$ cat config.mk
export PLATFORM = sky130hd
export DESIGN_NAME = mul_16bit_seq
export DESIGN_NICKNAME = d
export VERILOG_FILES = /design/src/rtl/alu_pkg.sv /design/src/rtl/mul_step.sv /design/src/rtl/mul_16bit_seq.sv
export SDC_FILE = /design/constraint.sdc
export NUM_CORES = 1
export LEC_CHECK = 0
export BUFFER_PORTS_ARGS = -buffer_cell sky130_fd_sc_hd__buf_2
export CAP_MARGIN = 20
export CORE_ASPECT_RATIO = 1.5
export CORE_UTILIZATION = 50
export DETAILED_ROUTE_END_ITERATION = 7
export GPL_TIMING_DRIVEN = 0
export HOLD_SLACK_MARGIN = 0.06
export PLACE_DENSITY = 0.8
export SYNTH_ARGS = -nofsm -noshare
export SYNTH_HDL_FRONTEND = slang
export SYNTH_SLANG_ARGS = --single-unit
$ cat constraint.sdc
create_clock -name clk -period 5.85 [get_ports clk]
set_input_delay 0.2925 -clock clk [delete_from_list [all_inputs] [get_ports clk]]
set_output_delay 0.2925 -clock clk [all_outputs]
set_load 0.01 [all_outputs]
$ cat src/rtl/alu_pkg.sv
// Shared types and constants for the sequential multiplier.
package alu_pkg;
  localparam int N = 16;
  localparam logic [4:0] CNT_LAST = 5'd15;

  typedef enum logic [1:0] {
    IDLE = 2'd0,
    RUN  = 2'd1,
    DONE = 2'd2
  } state_t;
endpackage

$ cat src/rtl/mul_step.sv
// One combinational multiply iteration: conditional add/subtract of the multiplicand, then shift right.
// MUL_SIGNED_EN selects radix-2 Booth (signed); otherwise unsigned shift-add.
module mul_step #(
  parameter int N = alu_pkg::N
) (
  input  logic [N-1:0] i_a,
  input  logic [N:0]   i_acc,
  input  logic [N-1:0] i_q,
`ifdef MUL_SIGNED_EN
  input  logic         i_qm1,
  output logic         o_qm1_n,
`endif
  output logic [N:0]   o_acc_n,
  output logic [N-1:0] o_q_n
);
  logic [N:0] w_sum;

`ifdef MUL_SIGNED_EN
  logic [N:0] w_a_ext;
  assign w_a_ext = {i_a[N-1], i_a};

  // Booth pair {q[0], q[-1]}: 10 subtract, 01 add, else pass through.
  always_comb begin
    w_sum = i_acc;
    case ({i_q[0], i_qm1})
      2'b10:   w_sum = i_acc - w_a_ext;
      2'b01:   w_sum = i_acc + w_a_ext;
      default: w_sum = i_acc;
    endcase
  end

  assign o_acc_n = {w_sum[N], w_sum[N:1]};
  assign o_qm1_n = i_q[0];
`else
  assign w_sum   = i_acc + (i_q[0] ? {1'b0, i_a} : {(N+1){1'b0}});
  assign o_acc_n = {1'b0, w_sum[N:1]};
`endif

  assign o_q_n = {w_sum[0], i_q[N-1:1]};
endmodule

$ cat src/rtl/mul_16bit_seq.sv
// Sequential 16x16 multiplier: one step per cycle, done pulses 17 cycles after an accepted start.
// Macro MUL_SIGNED_EN: signed Booth operands; default is unsigned shift-add.
module mul_16bit_seq #(
  parameter int N = alu_pkg::N
) (
  input  logic           clk,
  input  logic           rst_n,
  input  logic           start,
  input  logic [N-1:0]   a,
  input  logic [N-1:0]   b,
  output logic           busy,
  output logic           done,
  output logic [2*N-1:0] prod
);
  import alu_pkg::*;

  state_t         r_state;
  state_t         w_state_nxt;
  logic           w_load;
  logic           w_step;
  logic           w_last;

  logic [N-1:0]   r_a;
  logic [N:0]     r_acc;
  logic [N-1:0]   r_q;
  logic [4:0]     r_cnt;
  logic [2*N-1:0] r_prod;

  logic [N:0]     w_acc_n;
  logic [N-1:0]   w_q_n;

`ifdef MUL_SIGNED_EN
  logic           r_qm1;
  logic           w_qm1_n;
`endif

  mul_step #(.N(N)) u_step (
    .i_a     (r_a),
    .i_acc   (r_acc),
    .i_q     (r_q),
`ifdef MUL_SIGNED_EN
    .i_qm1   (r_qm1),
    .o_qm1_n (w_qm1_n),
`endif
    .o_acc_n (w_acc_n),
    .o_q_n   (w_q_n)
  );

  always_ff @(posedge clk or negedge rst_n) begin
    if (!rst_n) begin
      r_state <= IDLE;
    end else begin
      r_state <= w_state_nxt;
    end
  end

  // Start is honoured in DONE as well, giving back-to-back runs with no IDLE gap.
  always_comb begin
    w_state_nxt = r_state;
    w_load      = 1'b0;
    w_step      = 1'b0;
    w_last      = 1'b0;
    busy        = 1'b0;
    done        = 1'b0;
    case (r_state)
      IDLE: begin
        if (start) begin
          w_load      = 1'b1;
          w_state_nxt = RUN;
        end
      end
      RUN: begin
        busy   = 1'b1;
        w_step = 1'b1;
        if (r_cnt == CNT_LAST) begin
          w_last      = 1'b1;
          w_state_nxt = DONE;
        end
      end
      DONE: begin
        done = 1'b1;
        if (start) begin
          w_load      = 1'b1;
          w_state_nxt = RUN;
        end else begin
          w_state_nxt = IDLE;
        end
      end
      default: w_state_nxt = IDLE;
    endcase
  end

  always_ff @(posedge clk or negedge rst_n) begin
    if (!rst_n) begin
      r_a    <= '0;
      r_acc  <= '0;
      r_q    <= '0;
      r_cnt  <= '0;
      r_prod <= '0;
`ifdef MUL_SIGNED_EN
      r_qm1  <= 1'b0;
`endif
    end else if (w_load) begin
      r_a    <= a;
      r_acc  <= '0;
      r_q    <= b;
      r_cnt  <= '0;
`ifdef MUL_SIGNED_EN
      r_qm1  <= 1'b0;
`endif
    end else if (w_step) begin
      r_acc  <= w_acc_n;
      r_q    <= w_q_n;
      r_cnt  <= r_cnt + 5'd1;
`ifdef MUL_SIGNED_EN
      r_qm1  <= w_qm1_n;
`endif
      // The product register only moves on the final step, so it holds between runs.
      if (w_last) begin
        r_prod <= {w_acc_n[N-1:0], w_q_n};
      end
    end
  end

  assign prod = r_prod;
endmodule
Yosys cells after proc, flatten, opt, wreduce, memory -nomap -nowiden. Index checks and enable logic that the tools add are counted. W data, S select, Z words.

Equal/unequal tests: 5. Muxes and demuxes: 17. Bitwise operators: 1. Add/subtract/negate cells: 2. Reductions and logical operators: 5.

Operators by type and width (number): $mux W16 (3); $mux W17 (2); $add A17 B17 Y17 (1); $mux W5 (2); $mux W1 (7); $pmux W2 S3 (1); $add A5 B1 Y5 const B (1); $eq A5 B4 Y1 const B (1); $mux W2 (2); $ne A2 B2 Y1 const B (2); $reduce_and A3 Y1 (1); $eq A2 B1 Y1 const B (1); $eq A2 B2 Y1 const B (1); $logic_not A2 Y1 (1); $reduce_and A2 Y1 (1); $reduce_bool A2 Y1 (1); $reduce_or A2 Y1 (1); $not A1 Y1 (1).

Word-level logic and storage cells: 36. Input port bits: 35. Output and inout bits: 34. Flip-flop bits (word level): 88.

Logic depth before layout (Yosys ltp). Gate-level depths: netlist (run 1).

Depth after elaboration: 5. Depth in mapped cells: 10. Depth with buffers taken out: 9.

Cells and area by module. From an unflattened synthesis (run 1), not the netlist that was laid out.

Cell total of the unflattened synthesis: 413. Area, all modules: 4609.4 µm².

By module, submodules not included: mul_16bit_seq (area an instance 3552.2 µm², times used 1, seq. area each 2202.1 µm², cells an instance 274); mul_step (area an instance 1057.3 µm², times used 1, seq. area each 0.0 µm², cells an instance 139).

Least setup slack after synthesis (run 1). OpenSTA, ideal clock, no wires.

Path type: reg2reg. Start point: register r_q[0]. End point: register r_prod[23], in the netlist prod[23]. Library setup time: 124 ps. Arrival: 2232 ps. Path slack: 3494 ps. Cell stages (with the launch flop): 11. Clock period less this slack: 2356 ps. Buffers on the path: 1. Required time: 5726 ps. Path through: dfrtp_1 > clkbuf_1 > and2_1 > ha_1 > fa_1 > a21oi_1 > nand4b_2 > nand2_2 > a21oi_1 > nor4b_1 > a211o_1.

Longest elaborated chain between the ends: 2.

RTL lines: start, declared (RTL line mul_16bit_seq.sv:25) `logic [N-1:0] r_q;`; start signal, assigned (RTL line mul_16bit_seq.sv:113) `r_q <= w_q_n;`; $mux W16 (RTL line mul_step.sv:35) `assign w_sum = i_acc + (i_q[0] ? {1'b0, i_a} : {(N+1){1'b0}});`; $add A17 B17 Y17 (RTL line mul_step.sv:35); end signal, assigned (RTL line mul_16bit_seq.sv:120) `r_prod <= {w_acc_n[N-1:0], w_q_n};`; end, declared (RTL line mul_16bit_seq.sv:27) `logic [2*N-1:0] r_prod;`.

No other way between the ends. A chain may end at the register's enable or synchronous reset.

Worst setup path in the final report (run 1). Same ends and word-level chain as after synthesis.

==> results of run 1 <==
report_power, final:
| group | total, mW | leakage [nW] | switching, mW | internal (mW) |
|---|---|---|---|---|
| registers | 1.08 | 1.05 | 0.177 | 0.904 |
| logic | 1.40 | 1.25 | 0.816 | 0.583 |
| clock network | 0.568 | 0.140 | 0.225 | 0.342 |
per-layer routing:
layer  track usage [%]  wire, µm  part of all wire (%)  up-vias
met1              25.6      3870                    39     1696
li1                  -         -                     -     1695
met5                 0         0                     0        -
met4              12.2       317                   3.2        0
met2              43.7      5270                    54       88
met3              4.80       362                   3.7       21
area by class of cell:
type / count / area [µm²] / area share [%]
sequential: 87 / 2180 / 42.6
multi-input combinational: 330 / 2020 / 39.5
timing repair buffer: 70 / 380 / 7.44
clock buffer: 13 / 250 / 4.89
tap: 107 / 134 / 2.62
buffer: 23 / 95.1 / 1.86
clock inverter: 3 / 42.5 / 0.832
inverter: 4 / 15.0 / 0.294
worst max-delay path by stage:
stage / endpoint / from / slack [ns] / cells after the start
floorplan: prod[23] / r_q[0] / 3.49 / 10
global placement: prod[23] / r_q[0] / 3.10 / 10
detailed placement: prod[23] / r_q[0] / 3.00 / 10
CTS: prod[23] / r_q[0] / 2.96 / 10
global route: prod[23] / r_q[0] / 2.82 / 10
finish: prod[23] / r_q[0] / 2.95 / 10
per-stage QoR:
step,power [mW],hold WS [ns],std cells
3_3_place_gp,2.41,0.457,619
6_report,3.05,0.139,637
2_1_floorplan,2.06,-0.00309,444
5_1_grt,3.27,0.151,637
3_5_place_dp,2.48,0.274,620
4_1_cts,3.06,0.136,637
worst min-delay path, cell delays in order:
cell and delay, ns:
sky130_fd_sc_hd__buf_2 0.08, sky130_fd_sc_hd__nand2_1 0.04, sky130_fd_sc_hd__nand2_1 0.04
state kept, by name, indices dropped and copies added (netlist names):
| register | flops |
|---|---|
| r_state | 2 |
| prod | 32 |
| r_a | 16 |
| r_cnt | 5 |
| r_q | 16 |
| r_acc | 16 |
cells by family after synthesis:
| logic type | count (synthesis) | share of synthesized area [%] |
|---|---|---|
| AOI/OAI and AO/OA | 99 | 15.4 |
| muxes | 17 | 4.45 |
| and+or+nand+nor | 184 | 19.1 |
| adders and majority gates | 19 | 5.70 |
| DFF | 87 | 50.6 |
| buffers and inverters | 27 | 2.56 |
| xor gates and xnor gates | 11 | 2.24 |
cell usage in the layout (no fill, tap or decap), types with 4 or more instances in the layout:
master	instances
sky130_fd_sc_hd__a21oi_1	15
sky130_fd_sc_hd__a21oi_2	4
sky130_fd_sc_hd__a31oi_1	13
sky130_fd_sc_hd__and2_1	16
sky130_fd_sc_hd__buf_2	74
sky130_fd_sc_hd__clkbuf_1	18
sky130_fd_sc_hd__clkbuf_16	9
sky130_fd_sc_hd__dfrtp_1	87
sky130_fd_sc_hd__ha_1	18
sky130_fd_sc_hd__mux2_2	17
sky130_fd_sc_hd__nand2_1	116
sky130_fd_sc_hd__nand3_1	5
sky130_fd_sc_hd__nor2_1	23
sky130_fd_sc_hd__o21a_1	4
sky130_fd_sc_hd__o21ai_0	28
sky130_fd_sc_hd__o21ai_1	6
sky130_fd_sc_hd__xnor2_1	4
sky130_fd_sc_hd__xor2_1	7
==> summary.txt, run 1 <==
GRT
  – Total routing resource utilization after global routing: 23.7%
  – Maximum number of pins on one net before global-route repair: 55
  – Antenna violations before repair: 0
  – GRT Residual Overflow: 0
  – Number of global-route vias before repair: 3,545
  – Global-route wire length before repair: 16.4 mm

Placement
  – Placed cell areas: 4810 µm²
  – DP HPWL: 7.35 mm
  – Worst slack at placement: 3.00 ns
  – Final weighted congestion of routability-driven global placement: 0.887
  – Number of buffer cells added on primary ports: 68

Floorplanning
  – Initial core utilization: 51.5%
  – Vertical extent of the die: 116 µm
  – Core box area: 8360 µm²
  – Count of boundary I/O pins: 69
  – Number of standard-cell rows in the floorplan: 41
  – Total die area: 8990 µm²
  – Chip Width: 77.8 µm

Synth
  – Most frequently used flop master after synthesis: sky130_fd_sc_hd__dfrtp_1
  – Syn. warnings: 0
  – Post-synth top area cell: sky130_fd_sc_hd__dfrtp_1
  – Number of library cell types mapped by synthesis: 53
  – Post-synth EDFFs: 0
  – Netlist area before placement: 4310 µm²
  – Synthesized netlist cell count: 444
  – Async S/R FF share, synth: 100%
  – Most frequent cells after synthesis: sky130_fd_sc_hd__nand2_1 (116), sky130_fd_sc_hd__dfrtp_1 (87), sky130_fd_sc_hd__o21ai_0 (28), sky130_fd_sc_hd__nor2_1 (23), sky130_fd_sc_hd__ha_1 (18)
  – Leading cell types by total area after synthesis: sky130_fd_sc_hd__dfrtp_1 (51%), sky130_fd_sc_hd__nand2_1 (10%), sky130_fd_sc_hd__ha_1 (5.2%)
  – Post-Syn Nets: 498
  – Sequential area share after synthesis: 50.6%
  – Area share of the leading cell type in the synthesized netlist: 50.6%
  – Most common cell in the netlist: sky130_fd_sc_hd__nand2_1
  – Average instance area after synthesis: 9.70 µm²
  – Count of state elements after synthesis: 87

Worst setup path
  – Largest delay contributor family on the critical path: compound AO/OA/AOI/OAI gates
  – Cells traversed along the worst timing path: clkbuf_1, and2_1, ha_1, fa_1, a21oi_1, nand4b_2, nand2_2, a21oi_1, nor4b_1, a211o_1
  – Destination of the worst register-to-register timing path: prod[23]
  – Cell count of the worst reg-to-reg path: 10
  – Required time reported for the critical path endpoint: 6.08 ns
  – Crit path launch type: flip-flop
  – Critical-path maximum fanout: 10
  – Critical register-to-register path startpoint: r_q[0]
  – Slowest library cell on the worst path: sky130_fd_sc_hd__dfrtp_1
  – Kind of capture point of the worst setup path: flip-flop
  – Peak per-stage delay on the critical path: 0.46 ns
  – Worst setup path category: reg -> reg
  – R2R Setup Slk: 2.95 ns
  – Worst EP arrival: 3.13 ns
  – Library cell appearing most often on the critical path: sky130_fd_sc_hd__a21oi_1
  – Number of buffers and inverters on the critical path: 1

Layout
  – Final net count: 579
  – Final Instance Area: 5110 µm²
  – Number of inserted diodes: 0
  – Fraction of layout cells with a size suffix above 1: 22.6%
  – Growth of design area from synthesis to finish: 18.7%
  – Util after Layout: 61.1%
  – Filler instances: 705

Pwr
  – PD cells: 596 nW/µm²
  – IR drop worst, VDD: 0.340 mV
  – Leakage power total: 2.44 nW

Clock tree
  – CTS sink cnt: 87
  – Quantity of gates resized following cts: 0
  – Clock buffer count from CTS: 9
  – Clock tree buffer depth: 2
  – Clock tree from TritonCTS: built
  – Number of H-tree branching levels: 3
  – Hold-fix buffers, CTS: 1
  – Total setup buffers inserted after CTS: 0
  – Clock tree root buffer cell: sky130_fd_sc_hd__clkbuf_16
  – Clock insertion delay at the later pin of the skew report: 0.34 ns
  – Clk slew on worst S/H paths: 0.06 ns

Min path
  – Endpoint of the worst hold path: r_a[5]
  – Hold crit path type: in -> reg
  – Worst Hold Launch: a[5]
  – Hold Path Stages: 3

STA
  – Slew @ Worst Pin: 0.593 ns
  – Final min period: 2.90 ns
  – Max-slew headroom at the worst pin: 60.5%
  – # setup viols final: 0
  – Max Fclk: 345 MHz
  – Number of hold-slack violations in the final timing report: 0
  – Worst-case setup margin in the final layout: 2.95 ns
  – Setup Total Neg Slack: 0 ns
  – Number of slew-limit violations in the final report: 0
  – RSZ-0062 raised after global routing: no
  – Final worst path period share: 49.6%
  – Maximum clock skew at final layout: 0.00507 ns

Routing
  – Routed WL per cell: 15.4 µm
  – DRC violation count after routing: 0
  – TritonRoute pass-1 iters: 6
  – Overall via count from detail_route: 3,500
  – Via density per instance: 5.49
  – Initial detailed-routing violation count: 199
  – Remaining antenna violation count after routing: 0
  – Routed wire length: 9.82 mm

Flow run
  – Number of max-cap violations: 0

Run status
  – Status: completed
No activity file was read; power rests on OpenSTA's default activity.
==> run 2: changes to the inputs <==
clock period = 2.9 ns   (was 5.85 ns; I/O delays follow)
==> run 2 against run 1 <==
Against the previous run:
- worst hold slack got worse by 0.071 ns
- first-iteration DRC count fell by 1.0%
- combinational power rose by 110%
- global-route usage rose by 0.74 points
- maximum frequency rose by 3.7%
- cell area rose by 3.8%
- clock skew rose by 0.00085 ns
- sequential cell count did not move
- critical path depth did not move
- via count rose by 3.7%
- critical endpoint is now r_acc[11]
- largest power group unchanged
==> summary.txt, run 2 (same netlist as run 1, synthesis figures left out) <==
STA
  – Final min period: 2.80 ns (-0.104 ns)
  – Worst-case setup margin in the final layout: 0.102 ns (-2.85 ns)
  – Maximum clock skew at final layout: 0.00592 ns (+0.000847 ns)
  – # setup viols final: 0 (unchanged)
  – Slew @ Worst Pin: 0.635 ns (+0.0420 ns)
  – Max-slew headroom at the worst pin: 57.7% (-2.8 points)
  – RSZ-0062 raised after global routing: no
  – Final worst path period share: 96.5% (+47 points)
  – Setup Total Neg Slack: 0 ns (unchanged)
  – Max Fclk: 357 MHz (+3.7%)
  – Number of hold-slack violations in the final timing report: 0 (unchanged)
  – Number of slew-limit violations in the final report: 0 (unchanged)

Placement
  – Final weighted congestion of routability-driven global placement: 0.887 (unchanged)
  – DP HPWL: 7.35 mm (unchanged)
  – Worst slack at placement: 0.0535 ns (-2.95 ns)
  – Number of placed instances, taps included: 620 (unchanged)
  – Number of buffer cells added on primary ports: 68 (unchanged)
  – Placed cell areas: 4810 µm² (unchanged)

Worst setup path
  – Worst EP arrival: 3.00 ns (-0.13 ns)
  – Critical-path maximum fanout: 10 (unchanged)
  – Kind of capture point of the worst setup path: flip-flop
  – Cell count of the worst reg-to-reg path: 10 (unchanged)
  – Crit path launch type: flip-flop
  – Critical register-to-register path startpoint: r_q[0]
  – Destination of the worst register-to-register timing path: r_acc[11]
  – Required time reported for the critical path endpoint: 3.10 ns (-2.98 ns)
  – R2R Setup Slk: 0.10 ns (-2.85 ns)
  – Worst setup path category: reg -> reg
  – CP startpoint: r_q[0]

GRT
  – Global-route wire length before repair: 16.9 mm (+3.2%)
  – GRT Residual Overflow: 0 (unchanged)
  – Number of global-route vias before repair: 3,668 (+3.5%)
  – Antenna violations before repair: 0 (unchanged)
  – Total routing resource utilization after global routing: 24.5% (+0.74 points)
  – Maximum number of pins on one net before global-route repair: 55 (unchanged)

Pwr
  – Logic pwr share: 46.2% (+0.3 points)
  – Portion of total power attributed to sequential cells: 35.3% (-0.2 points)
  – Net switching fraction of the power: 40.2% (+0.24 points)
  – IR drop worst, VDD: 0.654 mV (+93%)
  – Leakage power total: 2.53 nW (+3.4%)
  – Net switching component of the power: 2.50 mW (+100%)
  – PD cells: 1170 nW/µm² (+96%)
  – Internal Power: 3.71 mW (+100%)
  – Clock power frac: 18.5% (about the same)

Clock tree
  – Total setup buffers inserted after CTS: 0 (unchanged)
  – Clock buffer count from CTS: 9 (unchanged)
  – Clock tree buffer depth: 2 (unchanged)
  – Clock insertion delay at the later pin of the skew report: 0.34 ns (about the same)
  – CTS sink cnt: 87 (unchanged)
  – Number of H-tree branching levels: 3 (unchanged)
  – Clock tree from TritonCTS: built
  – Clk slew on worst S/H paths: 0.06 ns (about the same)
  – Clock tree root buffer cell: sky130_fd_sc_hd__clkbuf_16

Floorplanning
  – Vertical extent of the die: 116 µm (unchanged)
  – Initial core utilization: 51.5% (unchanged)
  – Number of standard-cell rows in the floorplan: 41 (unchanged)
  – Count of boundary I/O pins: 69 (unchanged)
  – Chip Width: 77.8 µm (unchanged)
  – Total die area: 8990 µm² (unchanged)
  – Core box area: 8360 µm² (unchanged)

Routing
  – DRC violation count after routing: 0 (unchanged)
  – Uppermost layer routed: met4
  – Remaining antenna violation count after routing: 0 (unchanged)
  – Routed WL per cell: 15.7 µm (+2.0%)
  – Routed wire length on met3: 407 µm (+12%)
  – Via density per instance: 5.54 (+0.74%)
  – Initial detailed-routing violation count: 197 (-1.0%)
  – TritonRoute pass-1 iters: 7 (+1)
  – Post-route met1 wirelength: 4.06 mm (+4.7%)
  – Routed wire length: 10.3 mm (+5.0%)
  – Overall via count from detail_route: 3,631 (+3.7%)
  – Met2 wirelength from detailed routing: 5.54 mm (+5.1%)

Min path
  – Hold Path Stages: 3 (unchanged)
  – Hold crit path type: in -> reg
  – Worst Hold Launch: b[13]
  – Endpoint of the worst hold path: r_q[13]

Layout
  – Fin cells: 656 (+3.0%)
  – Largest register FFs: 32 (unchanged)
  – Final net count: 598 (+3.3%)
  – Most common cell after layout, fill and taps aside: sky130_fd_sc_hd__nand2_1
  – Final Instance Area: 5310 µm² (+3.8%)
  – Growth of design area from synthesis to finish: 23.3%
  – Fraction of layout cells with a size suffix above 1: 22.2% (-0.42 points)
  – Number of inserted diodes: 0 (unchanged)
  – Highest-count cells in the layout ignoring fill and taps: sky130_fd_sc_hd__nand2_1 (116), sky130_fd_sc_hd__dfrtp_1 (87), sky130_fd_sc_hd__buf_2 (74)

Flow run
  – Number of max-cap violations: 0 (unchanged)

Run status
  – Status: completed
[run 2: cell types whose count changed in the layout (fill, tap and decap cells not counted), sizes merged]
| cell | before | now |
|---|---|---|
| dlygate4sd3 | 1 | 20 |
[run 2: worst max path at each step]
stage	end	slack, ns
after floorplan	prod[23]	0.54
after CTS	prod[23]	0.01
after global placement	prod[23]	0.15
final	r_acc[11]	0.10
after global routing	r_acc[11]	0.02
after detailed placement	prod[23]	0.05
[run 2: layer usage]
metal,vias to the layer above,global-route usage (%)
met5,-,0
met4,0,12.1
li1,1730,-
met2,89,45.2
met3,21,4.72
met1,1791,26.7
[run 2: power groups by stage]
stage | Sequential, mW | Clock (mW) | Combinational, mW
6_report | 2.19 | 1.15 | 2.87
3_5_place_dp | 2.20 | 0 | 2.80
3_3_place_gp | 2.18 | 0 | 2.69
4_1_cts | 2.19 | 1.16 | 2.85
2_1_floorplan | 2.22 | 0 | 1.93
5_1_grt | 2.27 | 1.19 | 3.17
[run 2: metrics by stage]
stage / hold WS (ns) / utilization [%] / total power, mW
4_1_cts: 0.0651 / 63.4 / 6.20
3_5_place_dp: 0.126 / 57.5 / 5.01
3_3_place_gp: 0.338 / 57.2 / 4.87
2_1_floorplan: -0.151 / - / 4.16
6_report: 0.0686 / 63.5 / 6.21
5_1_grt: 0.0932 / 63.5 / 6.63
[run 2: cell type report]
class	count	area [µm²]
Fill cell	673	3050
Sequential cell	87	2180
Multi-Input combinational cell	330	2020
Timing Repair Buffer	89	571
Clock buffer	13	250
Tap cell	107	134
Buffer	23	96.3
Clock inverter	3	42.5
Inverter	4	15.0
[run 2: worst max-delay path, stage by stage (launching register included)]
cell	delay [ns]
sky130_fd_sc_hd__dfrtp_1	0.47
sky130_fd_sc_hd__clkbuf_2	0.26
sky130_fd_sc_hd__and2_1	0.19
sky130_fd_sc_hd__ha_1	0.22
sky130_fd_sc_hd__fa_1	0.42
sky130_fd_sc_hd__a21oi_1	0.19
sky130_fd_sc_hd__nand4b_2	0.21
sky130_fd_sc_hd__a211oi_1	0.10
sky130_fd_sc_hd__nor3b_1	0.25
sky130_fd_sc_hd__xor2_1	0.23
sky130_fd_sc_hd__o21ai_0	0.11
[run 2: timing repair]
item                                    CTS  global route
hold buffers                             20             0
gates resized for setup                   0             3
endpoints found under the setup margin    0             7
hold endpoints to repair                 52             0
==> run 3: changes to the inputs <==
SETUP_SLACK_MARGIN = 0.5   (was unset)
==> run 3 against run 2 <==
Against the previous run:
- clock skew rose by 0.0015 ns
- maximum frequency is 18% higher
- critical path depth stayed put
- critical endpoint is now r_acc[12]
==> summary.txt, run 3 (same netlist as run 1, synthesis figures left out) <==
Run status
  – Status: completed

Routing
  – TritonRoute pass-1 iters: 4 (-3)
  – Routed wire length: 10.8 mm (+4.6%)
  – Overall via count from detail_route: 3,715 (+2.3%)
  – DRC violation count after routing: 0 (unchanged)
  – Initial detailed-routing violation count: 197 (unchanged)
  – Remaining antenna violation count after routing: 0 (unchanged)
  – Routed WL per cell: 16.2 µm (+3.0%)
  – Via density per instance: 5.58 (+0.78%)

Worst setup path
  – Slowest library cell on the worst path: sky130_fd_sc_hd__dfrtp_2
  – Required time reported for the critical path endpoint: 3.11 ns (about the same)
  – CP startpoint: r_q[0]
  – Kind of capture point of the worst setup path: flip-flop
  – Critical-path maximum fanout: 5 (-5)
  – Worst setup path category: reg -> reg
  – Worst EP arrival: 2.58 ns (-0.42 ns)
  – Cells traversed along the worst timing path: buf_4, and2_4, ha_4, a211oi_4, buf_4, o21a_1, o31a_1, o31ai_4, xnor2_2, o21ai_1
  – Crit path launch type: flip-flop
  – Critical register-to-register path startpoint: r_q[0]
  – Library cell appearing most often on the critical path: sky130_fd_sc_hd__buf_4
  – Peak per-stage delay on the critical path: 0.45 ns (-0.02 ns)

STA
  – Worst-case setup margin in the final layout: 0.526 ns (+0.424 ns)
  – Setup Total Neg Slack: 0 ns (unchanged)
  – Final min period: 2.37 ns (-0.424 ns)
  – Maximum clock skew at final layout: 0.00743 ns (+0.00151 ns)
  – Final worst path period share: 81.9% (-15 points)
  – Max Fclk: 421 MHz (+18%)
  – Max-slew headroom at the worst pin: 58.0% (+0.28 points)
  – # setup viols final: 0 (unchanged)
  – RSZ-0062 raised after global routing: yes
  – Slew @ Worst Pin: 0.630 ns (-0.00416 ns)
  – Number of slew-limit violations in the final report: 0 (unchanged)
  – Number of hold-slack violations in the final timing report: 0 (unchanged)

Pwr
  – Internal Power: 4.01 mW (+8.0%)
  – PD cells: 1200 nW/µm² (+2.9%)
  – Post-layout power: 6.69 mW (+7.8%)
  – Portion of total power attributed to sequential cells: 33.3% (-2.0 points)
  – Logic pwr share: 49.6% (+3.4 points)
  – Net switching component of the power: 2.68 mW (+7.4%)
  – Leakage power total: 2.59 nW (+2.7%)
  – IR drop worst, VDD: 0.661 mV (+1.0%)
  – Net switching fraction of the power: 40.1% (-0.14 points)
  – Clock power frac: 17.2% (-1.3 points)

Floorplanning
  – Total die area: 8990 µm² (unchanged)
  – Initial core utilization: 51.5% (unchanged)
  – Number of standard-cell rows in the floorplan: 41 (unchanged)
  – Core box area: 8360 µm² (unchanged)
  – Count of boundary I/O pins: 69 (unchanged)
  – Chip Width: 77.8 µm (unchanged)
  – Vertical extent of the die: 116 µm (unchanged)

GRT
  – Maximum number of pins on one net before global-route repair: 55 (unchanged)
  – Antenna violations before repair: 0 (unchanged)
  – Number of global-route vias before repair: 3,743 (+2.0%)
  – GRT Residual Overflow: 0 (unchanged)
  – Global-route wire length before repair: 17.3 mm (+2.6%)
  – Total routing resource utilization after global routing: 25.2% (+0.75 points)

Placement
  – Worst slack at placement: 0.0535 ns (unchanged)
  – Placed cell areas: 4810 µm² (unchanged)
  – Final weighted congestion of routability-driven global placement: 0.887 (unchanged)
  – Number of placed instances, taps included: 620 (unchanged)
  – DP HPWL: 7.35 mm (unchanged)
  – Number of buffer cells added on primary ports: 68 (unchanged)

Layout
  – Final Instance Area: 5560 µm² (+4.8%)
  – Fin cells: 666 (+1.5%)
  – Largest register FFs: 32 (unchanged)
  – Fraction of layout cells with a size suffix above 1: 27.2% (+5.0 points)
  – Area of combinational cells with multiple inputs: 2180 µm² (+8.0%)
  – Highest-count cells in the layout ignoring fill and taps: sky130_fd_sc_hd__nand2_1 (115), sky130_fd_sc_hd__dfrtp_1 (86), sky130_fd_sc_hd__buf_2 (72)
  – Footprint of the flip-flops and latches: 2180 µm² (about the same)
  – Final net count: 608 (+1.7%)
  – Growth of design area from synthesis to finish: 29.2%
  – Number of inserted diodes: 0 (unchanged)
  – Filler instances: 630 (-6.4%)
  – Most common cell after layout, fill and taps aside: sky130_fd_sc_hd__nand2_1

Clock tree
  – Clock tree buffer depth: 2 (unchanged)
  – Clock tree from TritonCTS: built
  – Clock buffer count from CTS: 9 (unchanged)
  – Clock insertion delay at the later pin of the skew report: 0.34 ns (about the same)
  – CTS sink cnt: 87 (unchanged)
  – Clock tree root buffer cell: sky130_fd_sc_hd__clkbuf_16
  – Number of H-tree branching levels: 3 (unchanged)
  – Clk slew on worst S/H paths: 0.06 ns (about the same)

Min path
  – Hold crit path type: in -> reg
  – Worst Hold Launch: b[13]

Flow run
  – Number of max-cap violations: 0 (unchanged)
run 3: changes by cell type in the layout (fill, tap and decap cells not counted), sizes merged:
| cell | before | now |
|---|---|---|
| buf | 77 | 86 |
| clkbuf | 28 | 29 |
run 3: worst paths after layout:
kind | end | slack, ns | depth (start not counted)
max | r_acc[12] | 0.53 | 10
min | r_q[13] | 0.07 | 3
max reg2reg | r_acc[12] | 0.53 | 10
min reg2reg | r_a[12] | 0.47 | 2
max in group asynchronous | prod[16] | 1.98 | 3
min in group asynchronous | prod[0] | 0.31 | 2
run 3: worst max-delay path: cells and delay by family, from the launching register on:
kind	cells	cell delay [ns]
DFF	1	0.45
and+or+nand+nor	1	0.16
buffers and inverters	2	0.31
adders and majority gates	1	0.28
xor gates and xnor gates	1	0.17
AOI/OAI and AO/OA	5	0.86
run 3: through the flow:
step                      util [%]  hold slack [ns]
after detailed placement      57.5            0.126
after CTS                     65.3           0.0651
after global placement        57.2            0.338
after global routing          66.5           0.0916
final                         66.5           0.0697
after floorplan                  -           -0.151
run 3: layer usage:
metal	vias to the layer above	part of all wire (%)	GRT usage (%)
met5	-	0	0
met4	0	3.3	13.1
met3	26	4.5	4.96
met2	117	54	46.4
met1	1823	38	27.3
li1	1749	-	-
run 3: timing repair:
item,CTS,global route
gates resized for setup,18,20
setup endpoints to repair,22,16
hold buffers,20,0
pin swaps,10,9
endpoints found under the hold margin,52,0
gates cloned,1,0
setup buffers,9,0
run 3: area by class of cell:
class	instances	share of cell area [%]
clock inverters	3	0.765
multi-input cells	330	39.3
repair buffers	99	11.6
flip-flops and latches	87	39.2
well taps	107	2.41
inverters	4	0.270
clock buffers	13	4.50
plain buffers	23	2.00
run 3: power groups by stage:
stage	sequential [mW]	combinational (mW)	clock [mW]
after detailed placement	2.20	2.80	0
after global placement	2.18	2.69	0
after global routing	2.30	3.63	1.20
after floorplan	2.22	1.93	0
after CTS	2.20	3.10	1.16
final	2.23	3.32	1.15
